<file path="src/rtl/cl_tst_cfg_resp_if.sv">
// rtl/cl_tst_cfg_resp_if.sv - config-bus link between the OCL slave decoder and a test-block responder
interface cl_tst_cfg_resp_if;
  logic [31:0] addr;
  logic [31:0] wdata;
  logic        wr;
  logic        rd;
  logic        ack;
  logic [31:0] rdata;

  modport master (output addr, wdata, wr, rd, input ack, rdata);
  modport slave  (input addr, wdata, wr, rd, output ack, rdata);
endinterface

</file>
<file path="src/rtl/cl_tst_cfg_resp.sv">
// rtl/cl_tst_cfg_resp.sv - config-bus responder with trigger generator and event counters
module cl_tst_cfg_resp #(
  parameter logic [31:0] BLK_ID       = 32'h0001_0000,
  parameter int unsigned ACK_DLY      = 0,
  parameter logic [15:0] DEF_INTERVAL = 16'd255
) (
  input  logic             clk,
  input  logic             sync_rst_n,
  cl_tst_cfg_resp_if.slave cfg,
  input  logic             tst_done,
  input  logic             tst_err,
  output logic             tst_run,
  output logic             tst_trig
);
  typedef enum logic {IDLE, PEND} hs_state_t;
  typedef enum logic {STOP, RUN}  run_state_t;

  localparam logic [3:0] DLY = 4'(ACK_DLY);

  hs_state_t   hs_state, hs_next;
  run_state_t  run_state, run_next;
  logic [3:0]  dly_cnt;
  logic        pend_rd;
  logic [31:0] snap;
  logic        enable, done_flag, err_flag, trig_q;
  logic [15:0] interval, timer;
  logic [31:0] done_cnt, run_cyc, scratch;
  logic [31:0] rd_mux;
  logic        hit, strobe, wr_en, rd_en, ctrl_wr, stat_wr, clr, go_run, halt;
  logic        ack_set, rd_load;
  logic [2:0]  idx;
  logic        unused_addr;

  assign unused_addr = ^{cfg.addr[31:16], cfg.addr[1:0]};

  assign hit     = (cfg.addr[15:5] == 11'd0);
  assign idx     = cfg.addr[4:2];
  assign strobe  = (hs_state == IDLE) && (cfg.wr || cfg.rd);
  assign wr_en   = (hs_state == IDLE) && cfg.wr;
  assign rd_en   = (hs_state == IDLE) && cfg.rd && !cfg.wr;
  assign ctrl_wr = wr_en && hit && (idx == 3'd0);
  assign stat_wr = wr_en && hit && (idx == 3'd1);
  assign clr     = ctrl_wr && cfg.wdata[2];
  // START counts the ENABLE bit carried in the same write; CLR always stops
  assign go_run  = ctrl_wr && cfg.wdata[1] && cfg.wdata[0] && !cfg.wdata[2];
  assign halt    = ctrl_wr && (!cfg.wdata[0] || cfg.wdata[2]);

  always_comb begin
    rd_mux = 32'hDEAD_BEEF;
    if (hit) begin
      case (idx)
        3'd0:    rd_mux = {31'd0, enable};
        3'd1:    rd_mux = {29'd0, err_flag, done_flag, run_state == RUN};
        3'd2:    rd_mux = {16'd0, interval};
        3'd3:    rd_mux = done_cnt;
        3'd4:    rd_mux = run_cyc;
        3'd5:    rd_mux = scratch;
        3'd6:    rd_mux = BLK_ID;
        default: rd_mux = {16'd0, timer};
      endcase
    end
  end

  always_ff @(posedge clk or negedge sync_rst_n) begin
    if (!sync_rst_n) begin
      hs_state  <= IDLE;
      run_state <= STOP;
    end else begin
      hs_state  <= hs_next;
      run_state <= run_next;
    end
  end

  always_comb begin
    hs_next = hs_state;
    case (hs_state)
      IDLE:    if (strobe) hs_next = PEND;
      default: if (dly_cnt == 4'd0) hs_next = IDLE;
    endcase
  end

  always_comb begin
    run_next = run_state;
    case (run_state)
      STOP:    if (go_run) run_next = RUN;
      default: if (halt) run_next = STOP;
    endcase
  end

  // ack and rdata are registered, so they are set up one cycle before the ack cycle
  always_comb begin
    ack_set = 1'b0;
    rd_load = 1'b0;
    if (hs_state == IDLE) begin
      ack_set = strobe && (DLY == 4'd0);
      rd_load = rd_en && (DLY == 4'd0);
    end else begin
      ack_set = (dly_cnt == 4'd1);
      rd_load = (dly_cnt == 4'd1) && pend_rd;
    end
  end

  assign tst_run  = (run_state == RUN);
  assign tst_trig = trig_q;

  always_ff @(posedge clk or negedge sync_rst_n) begin
    if (!sync_rst_n) begin
      cfg.ack   <= 1'b0;
      cfg.rdata <= 32'd0;
      dly_cnt   <= 4'd0;
      pend_rd   <= 1'b0;
      snap      <= 32'd0;
    end else begin
      cfg.ack <= ack_set;
      if (rd_load) cfg.rdata <= (hs_state == IDLE) ? rd_mux : snap;
      if (strobe) begin
        dly_cnt <= DLY;
        pend_rd <= rd_en;
      end else if (hs_state == PEND && dly_cnt != 4'd0) begin
        dly_cnt <= dly_cnt - 4'd1;
      end
      if (rd_en) snap <= rd_mux;
    end
  end

  always_ff @(posedge clk or negedge sync_rst_n) begin
    if (!sync_rst_n) begin
      enable    <= 1'b0;
      done_flag <= 1'b0;
      err_flag  <= 1'b0;
      interval  <= DEF_INTERVAL;
      scratch   <= 32'd0;
      done_cnt  <= 32'd0;
      run_cyc   <= 32'd0;
      timer     <= 16'd0;
      trig_q    <= 1'b0;
    end else begin
      if (ctrl_wr) enable <= cfg.wdata[0];
      if (wr_en && hit && idx == 3'd2) interval <= cfg.wdata[15:0];
      if (wr_en && hit && idx == 3'd5) scratch <= cfg.wdata;
      if (tst_done) done_flag <= 1'b1;
      else if (stat_wr && cfg.wdata[1]) done_flag <= 1'b0;
      if (tst_err) err_flag <= 1'b1;
      else if (stat_wr && cfg.wdata[2]) err_flag <= 1'b0;
      if (clr) done_cnt <= 32'd0;
      else if (tst_done && done_cnt != 32'hFFFF_FFFF) done_cnt <= done_cnt + 32'd1;
      if (clr) run_cyc <= 32'd0;
      else if (run_state == RUN) run_cyc <= run_cyc + 32'd1;
      if (halt) timer <= 16'd0;
      else if (go_run) timer <= interval;
      else if (run_state == RUN) timer <= (timer == 16'd0) ? interval : timer - 16'd1;
      trig_q <= (run_state == RUN) && !halt && !go_run && (timer == 16'd0);
    end
  end
endmodule

</file>
<file path="src/flat_wrapper.sv">
// flat-port wrapper written by rule: the top's interface ports become plain ports
module cl_tst_cfg_resp_flat 
#(
  parameter logic [31:0] BLK_ID       = 32'h0001_0000,
  parameter int unsigned ACK_DLY      = 0,
  parameter logic [15:0] DEF_INTERVAL = 16'd255
)
  (clk, sync_rst_n, tst_done, tst_err, tst_run, tst_trig, cfg_addr, cfg_wdata, cfg_wr, cfg_rd, cfg_ack, cfg_rdata);
  cl_tst_cfg_resp_if cfg_i ();
  input  logic clk;
  input  logic sync_rst_n;
  input  logic tst_done;
  input  logic tst_err;
  output logic tst_run;
  output logic tst_trig;
  input wire logic [$bits(cfg_i.addr)-1:0] cfg_addr;
  input wire logic [$bits(cfg_i.wdata)-1:0] cfg_wdata;
  input wire logic [$bits(cfg_i.wr)-1:0] cfg_wr;
  input wire logic [$bits(cfg_i.rd)-1:0] cfg_rd;
  output wire logic [$bits(cfg_i.ack)-1:0] cfg_ack;
  output wire logic [$bits(cfg_i.rdata)-1:0] cfg_rdata;
  assign cfg_i.addr = cfg_addr;
  assign cfg_i.wdata = cfg_wdata;
  assign cfg_i.wr = cfg_wr;
  assign cfg_i.rd = cfg_rd;
  assign cfg_ack = cfg_i.ack;
  assign cfg_rdata = cfg_i.rdata;
  cl_tst_cfg_resp #(.BLK_ID(BLK_ID), .ACK_DLY(ACK_DLY), .DEF_INTERVAL(DEF_INTERVAL)) u_core (.clk(clk), .sync_rst_n(sync_rst_n), .cfg(cfg_i), .tst_done(tst_done), .tst_err(tst_err), .tst_run(tst_run), .tst_trig(tst_trig));
endmodule
</file>
<file path="config.mk">
export PLATFORM = sky130hd
export DESIGN_NAME = cl_tst_cfg_resp_flat
export DESIGN_NICKNAME = d
export VERILOG_FILES = /design/src/rtl/cl_tst_cfg_resp_if.sv /design/src/rtl/cl_tst_cfg_resp.sv /design/src/flat_wrapper.sv
export SDC_FILE = /design/constraint.sdc
export NUM_CORES = 1
export LEC_CHECK = 0
export BUFFER_PORTS_ARGS = -buffer_cell sky130_fd_sc_hd__buf_2
export CAP_MARGIN = 20
export CELL_PAD_IN_SITES_DETAIL_PLACEMENT = 1
export CELL_PAD_IN_SITES_GLOBAL_PLACEMENT = 1
export CORE_MARGIN = 2
export CORE_UTILIZATION = 40
export DETAILED_ROUTE_END_ITERATION = 12
export PLACE_DENSITY = 0.72
export SYNTH_ARGS = -nofsm -noshare
export SYNTH_HDL_FRONTEND = slang
export SYNTH_SLANG_ARGS = --single-unit
</file>
<file path="constraint.sdc">
create_clock -name clk -period 4.4 [get_ports clk]
set_clock_uncertainty 0.1 [all_clocks]
set_input_delay 0.22 -clock clk [delete_from_list [all_inputs] [get_ports clk]]
set_output_delay 0.22 -clock clk [all_outputs]
set_load 0.03 [all_outputs]
</file>
* After elaboration in Yosys (flattened, before gate mapping)
Cells that the tools add are included.
Cells by class: add/sub/neg operators 4, eq/ne operators 8, multiplexer cells 25, bitwise operators 1, reductions and logical operators 40
Operator list (number):
- one-hot mux 32 bit (7 select lines) | 1
- 2-to-1 mux 32 bit | 6
- adder 32 x 1 -> 32 bit (second input constant) | 2
- 2-to-1 mux 16 bit | 4
- inequality test 32 bit (second input constant) | 1
- logical AND 1 bit | 22
- logical NOT 16 bit | 1
- subtractor 16 x 1 -> 16 bit (second input constant) | 1
- 2-to-1 mux 1 bit | 12
- logical NOT 11 bit | 1
- nonzero test 2 bit | 5
- equality test 3 bit (second input constant) | 3
- 2-to-1 mux 4 bit | 2
- equality test 3 x 2 -> 1 bit (second input constant) | 2
- logical NOT 1 bit | 5
- equality test 4 x 1 -> 1 bit (second input constant) | 1
- logical NOT 4 bit | 1
- nonzero test 4 bit | 1
- subtractor 4 x 1 -> 4 bit (second input constant) | 1
- equality test 3 x 1 -> 1 bit (second input constant) | 1
- logical NOT 3 bit | 1
- nonzero test 3 bit | 1
- logical OR 1 bit | 2
- inverter 1 bit | 1
Word-level totals: register bits 204, input bits 70, output and inout port bits 35, logic and storage cells 94

* Depth between registers and ports, before layout
depth after elaboration 10, gate-level depth with buffers 8, depth with buffers taken out 7

* Least setup slack after synthesis
Ideal clock, no wire load.
path kind register to register, start register u_core.timer[9], end register u_core.timer[8], setup time 122 ps, data arrival time 2158 ps, required time 4178 ps, setup slack 2020 ps, stages on the path, launching flop included 7, path buffers 1, clock period less this slack 2380 ps, cell sequence dfrtp_1 -> or4_4 -> nor4b_4 -> a22oi_4 -> buf_6 -> mux2_4 -> a32o_1
On the way: longest elaborated chain between the ends 5
Ends and longest elaborated chain:
- start, declared | RTL line cl_tst_cfg_resp.sv:26 | logic [15:0] interval, timer;
- start signal, assigned | RTL line cl_tst_cfg_resp.sv:150 | else if (go_run) timer <= interval;
- start signal, assigned | RTL line cl_tst_cfg_resp.sv:151 | else if (run_state == RUN) timer <= (timer == 16'd0) ? interval : timer - 16'd1;
- logical NOT 16 bit | RTL line cl_tst_cfg_resp.sv:151
- 2-to-1 mux 16 bit (2 in series) | RTL line cl_tst_cfg_resp.sv:151
- 2-to-1 mux 16 bit | RTL line cl_tst_cfg_resp.sv:150
- 2-to-1 mux 16 bit | RTL line cl_tst_cfg_resp.sv:149 | if (halt) timer <= 16'd0;
Every way passes these cells. The select of a mux whose other input is x is not followed. A chain may end at the register's enable or synchronous reset.

* Worst setup path in the final report
start register u_core.hs_state, end register u_core.timer[12]
On the way: longest elaborated chain between the ends 9, elaborated cells between the ends (all ways) 11, those cells by class 2 x mux; 1 x bitwise; 8 x reduce/logical
Ends and longest elaborated chain:
- start, declared | RTL line cl_tst_cfg_resp.sv:20 | hs_state_t hs_state, hs_next;
- start signal, assigned | RTL line cl_tst_cfg_resp.sv:69 | hs_state <= hs_next;
- inverter 1 bit (*) | RTL line cl_tst_cfg_resp.sv:39 | assign wr_en = (hs_state == IDLE) && cfg.wr;
- logical AND 1 bit (*) | RTL line cl_tst_cfg_resp.sv:39
- logical AND 1 bit (*) (2 in series) | RTL line cl_tst_cfg_resp.sv:41 | assign ctrl_wr = wr_en && hit && (idx == 3'd0);
- logical AND 1 bit (3 in series) | RTL line cl_tst_cfg_resp.sv:45 | assign go_run = ctrl_wr && cfg.wdata[1] && cfg.wdata[0] && !cfg.wdata[2];
- 2-to-1 mux 16 bit | RTL line cl_tst_cfg_resp.sv:150
- 2-to-1 mux 16 bit | RTL line cl_tst_cfg_resp.sv:149
Every way passes the cells marked *; elsewhere a longest branch is shown, timed or not.

==> impl_metrics.csv <==
group,metric,value,unit
run_status,status,"complete, no violations",
min_path,hp-class,"in -> reg",
critical_path,critPathCaptureType,"flip-flop",
critical_path,crit_start,"u_core.hs_state",
floorplan,rows,59,
layout,area_growth,18.1,%
drt,vias_per_cell,5.86,
synth,synth_edf_count,0,
global_route,grt_use_met3,0.0364,
global_route,grt_use_met1,0.326,
layout,multi_input_area,0.00516,mm^2
drt,first_pass_iters,5,
place,routabilityCongestion,0.859,
synth,synthDominantCellAreaShare,0.463,
timing,timing.hold.ws,0.0237,ns
cts,cts.clk_slew.worst_paths,0.06,ns
synth,synth_top_area_cell,"dfrtp_1",
global_route,grt_pass1_vias,9295,
layout,layout-drive-gt1-share,0.201,
power_and_ir_drop,p_int,3740,uW
place,dpl.hpwl,22800,um
cts,cts_made_buffers,24,
power_and_ir_drop,p_leak,0.00552,uW
drt,routed_wl,33000,um
synth,ys_top_cells_by_area,"dfrtp_1 (46%), mux2_2 (6.9%), nand2_1 (3.7%), nor2_1 (3.3%), o21ai_0 (3.1%)",
global_route,overflow,0,
place,dpl.cell_count,1449,
drt,ant_nets,0,
floorplan,dieArea,0.0278,mm^2
global_route,antenna_found_initial,2,
min_path,hold_start,"cfg_rd",
cts,cts.sinks,204,
timing,max_slew_margin,0.320,
synth,avgSynthCellArea,9.90,um^2
critical_path,cp.arrival,3.31,ns
global_route,grt_util_met2,0.398,
layout,fin_cells,1532,
synth,syn_nets,1147,
power_and_ir_drop,clockPowerShare,0.327,
power_and_ir_drop,p_sw,1990,uW
power_and_ir_drop,switching_share,0.348,
timing,grt_setup_unrepaired,"false",
timing,fin_setup_tns,0,ns
drt,drcViolationCount,0,
power_and_ir_drop,vdd_drop_max,0.426,mV
synth,synthArstFlopShare,1.00,
synth,ys_warn_count,0,
synth,synthCells,1071,
timing,slew_violations,0,
critical_path,rr_startpoint,"u_core.hs_state",
global_route,grt_pass1_wl,53200,um
cts,htreeDepth,1,
floorplan,io_pins,105,
run,drv_cap,0,
power_and_ir_drop,p_seq_frac,0.425,
global_route,track_usage,0.239,
cts,cts_root_buf,"clkbuf_16",
critical_path,startpoint_type,"flip-flop",
drt,routedWlPerCell,21.5,um
power_and_ir_drop,combPwrFrac,0.248,
synth,ys_seq_area_frac,0.483,
timing,hold_viol,0,
synth,synth-seq-cells,204,
critical_path,path_max_fanout,14,
layout,num-fill-cells,2938,
timing,setup-violations-final,0,
layout,regArea,0.00511,mm^2
floorplan,core,0.0261,mm^2
critical_path,path_class,"reg -> reg",
cts,cts_tree,"yes",
synth,synth.distinct_cells,64,
layout,finalNetCount,1254,
timing,worst_pin_slew,1.02,ns
floorplan,die_y,167,um
global_route,busiest_layer,"met2",
place,portBuffers,86,
synth,syn_area,0.0106,mm^2
cts,clk_path_buf_depth,3,
floorplan,start_util,0.407,
global_route,grt_max_degree,88,
timing,period_needed,3.03,ns
timing,period_share,0.688,
layout,utilization,0.480,
power_and_ir_drop,power_density,458,mW/mm^2
drt,vias,8970,
cts,clk_latency,0.53,ns
timing,timing.fmax,0.330,GHz
critical_path,cp_data_required_time,4.68,ns
floorplan,die-width,167,um
cts,postCtsSetupRepairBufs,0,
synth,ys.flop_type,"dfrtp_1",
drt,drtIter0Drc,499,
## logic make-up after synthesis
family	synth area share
flops	0.483
buf+inv	0.0338
mux	0.0941
simple gates	0.187
xor+xnor	0.0273
compound gates	0.168
fa+ha+maj	0.00708
## critical path: stages, from the launching register on
cell and delay (ns):
dfrtp_1 0.57, nand2b_1 0.44, nor3_1 0.64, nand3_1 0.65, o211ai_1 0.34, o21ai_0 0.14
## per-stage QoR
| step | power [uW] | area (um^2) | worst slack, ns |
|---|---|---|---|
| 2_1_floorplan | 3360 | 10600 | 2.02 |
| 3_3_place_gp | 3820 | 11400 | 1.55 |
| 3_5_place_dp | 3870 | 11400 | 1.52 |
| 4_1_cts | 5780 | 12500 | 1.45 |
| 5_1_grt | 6040 | 12500 | 1.23 |
| 6_report | 5730 | 12500 | 1.37 |
## routing by layer
layer  up-vias  wire length, um
li1       4141                -
met1      4584            14800
met2       199            15900
met3        46             1650
met4         0              722
met5         -                0
## synthesized netlist by cell type, types with 4 or more instances
cell / count
a2111oi_0: 13
a211oi_1: 11
a21boi_0: 4
a21o_1: 18
a21oi_1: 47
a221oi_1: 20
a22oi_1: 7
a31oi_1: 8
a32o_1: 6
a32oi_1: 6
and2_1: 5
and3_1: 19
and4_1: 7
buf_1: 5
buf_2: 10
clkbuf_1: 49
dfrtp_1: 196
dfstp_2: 8
ha_1: 6
inv_1: 22
mux2_2: 65
mux2i_1: 25
nand2_1: 105
nand2b_1: 9
nand3_1: 34
nand4_1: 12
nor2_1: 92
nor2b_1: 9
nor3_1: 18
nor3b_1: 7
nor4_1: 16
o211ai_1: 7
o21a_1: 9
o21ai_0: 66
o22ai_1: 6
o2bb2ai_1: 7
o31ai_1: 14
or3_1: 24
or4_1: 9
xnor2_1: 22
xor2_1: 11
## sequential cells by signal, indices dropped and copies added, names as in the netlist, 4 cells and up
register          flops
u_core.cfg.rdata     32
u_core.dly_cnt        4
u_core.done_cnt      32
u_core.interval      16
u_core.run_cyc       32
u_core.scratch       32
u_core.snap          32
u_core.timer         16
## cells in the final DEF, fill, tap and decap left out, types with 12 or more instances in the layout
cell / n
nor3_1: 18
a21oi_1: 47
mux2_2: 65
nor4_1: 16
dfrtp_1: 196
buf_2: 85
nand2_1: 105
o21ai_0: 66
or3_1: 24
a2111oi_0: 13
nand4_1: 12
a21o_1: 18
a221oi_1: 20
o31ai_1: 14
xnor2_1: 22
dlygate4sd3_1: 37
clkbuf_16: 24
and3_1: 18
mux2i_1: 25
nor2_1: 92
nand3_1: 34
buf_4: 22
inv_1: 22
## power by group through the flow
stage	clock [uW]	sequential (uW)	combinational (uW)
2_1_floorplan	0	2680	679
3_5_place_dp	0	2470	1410
3_3_place_gp	0	2450	1360
6_report	1880	2430	1420
5_1_grt	1990	2480	1570
4_1_cts	1910	2430	1430
## repair_timing
| item | CTS | global route |
|---|---|---|
| gates resized for setup | 0 | 0 |
| endpoints found under the hold margin | 129 | 0 |
| hold buffers | 37 | 0 |
| endpoints found under the setup margin | 0 | 0 |
## layout make-up
class,instances,area share
multi-input combinational,779,0.412
antenna,2,0.000400
clock inverter,11,0.00600
timing repair buffer,147,0.0799
inverter,22,0.00660
sequential,204,0.409
tap,335,0.0335
clock buffer,32,0.0528
## worst paths after layout
path / to / slack (ns) / cells past startpoint
setup / recovery: u_core.timer[12] / 1.37 / 5
hold / removal: u_core.dly_cnt[3] / 0.02 / 4
min in group asynchronous: u_core.dly_cnt[0] / 0.23 / 2
hold reg to reg: u_core.cfg.rdata[1] / 0.37 / 1
setup reg to reg: u_core.timer[12] / 1.37 / 5
max in group asynchronous: u_core.done_cnt[28] / 2.93 / 3
No activity file was read; power rests on OpenSTA's default activity.
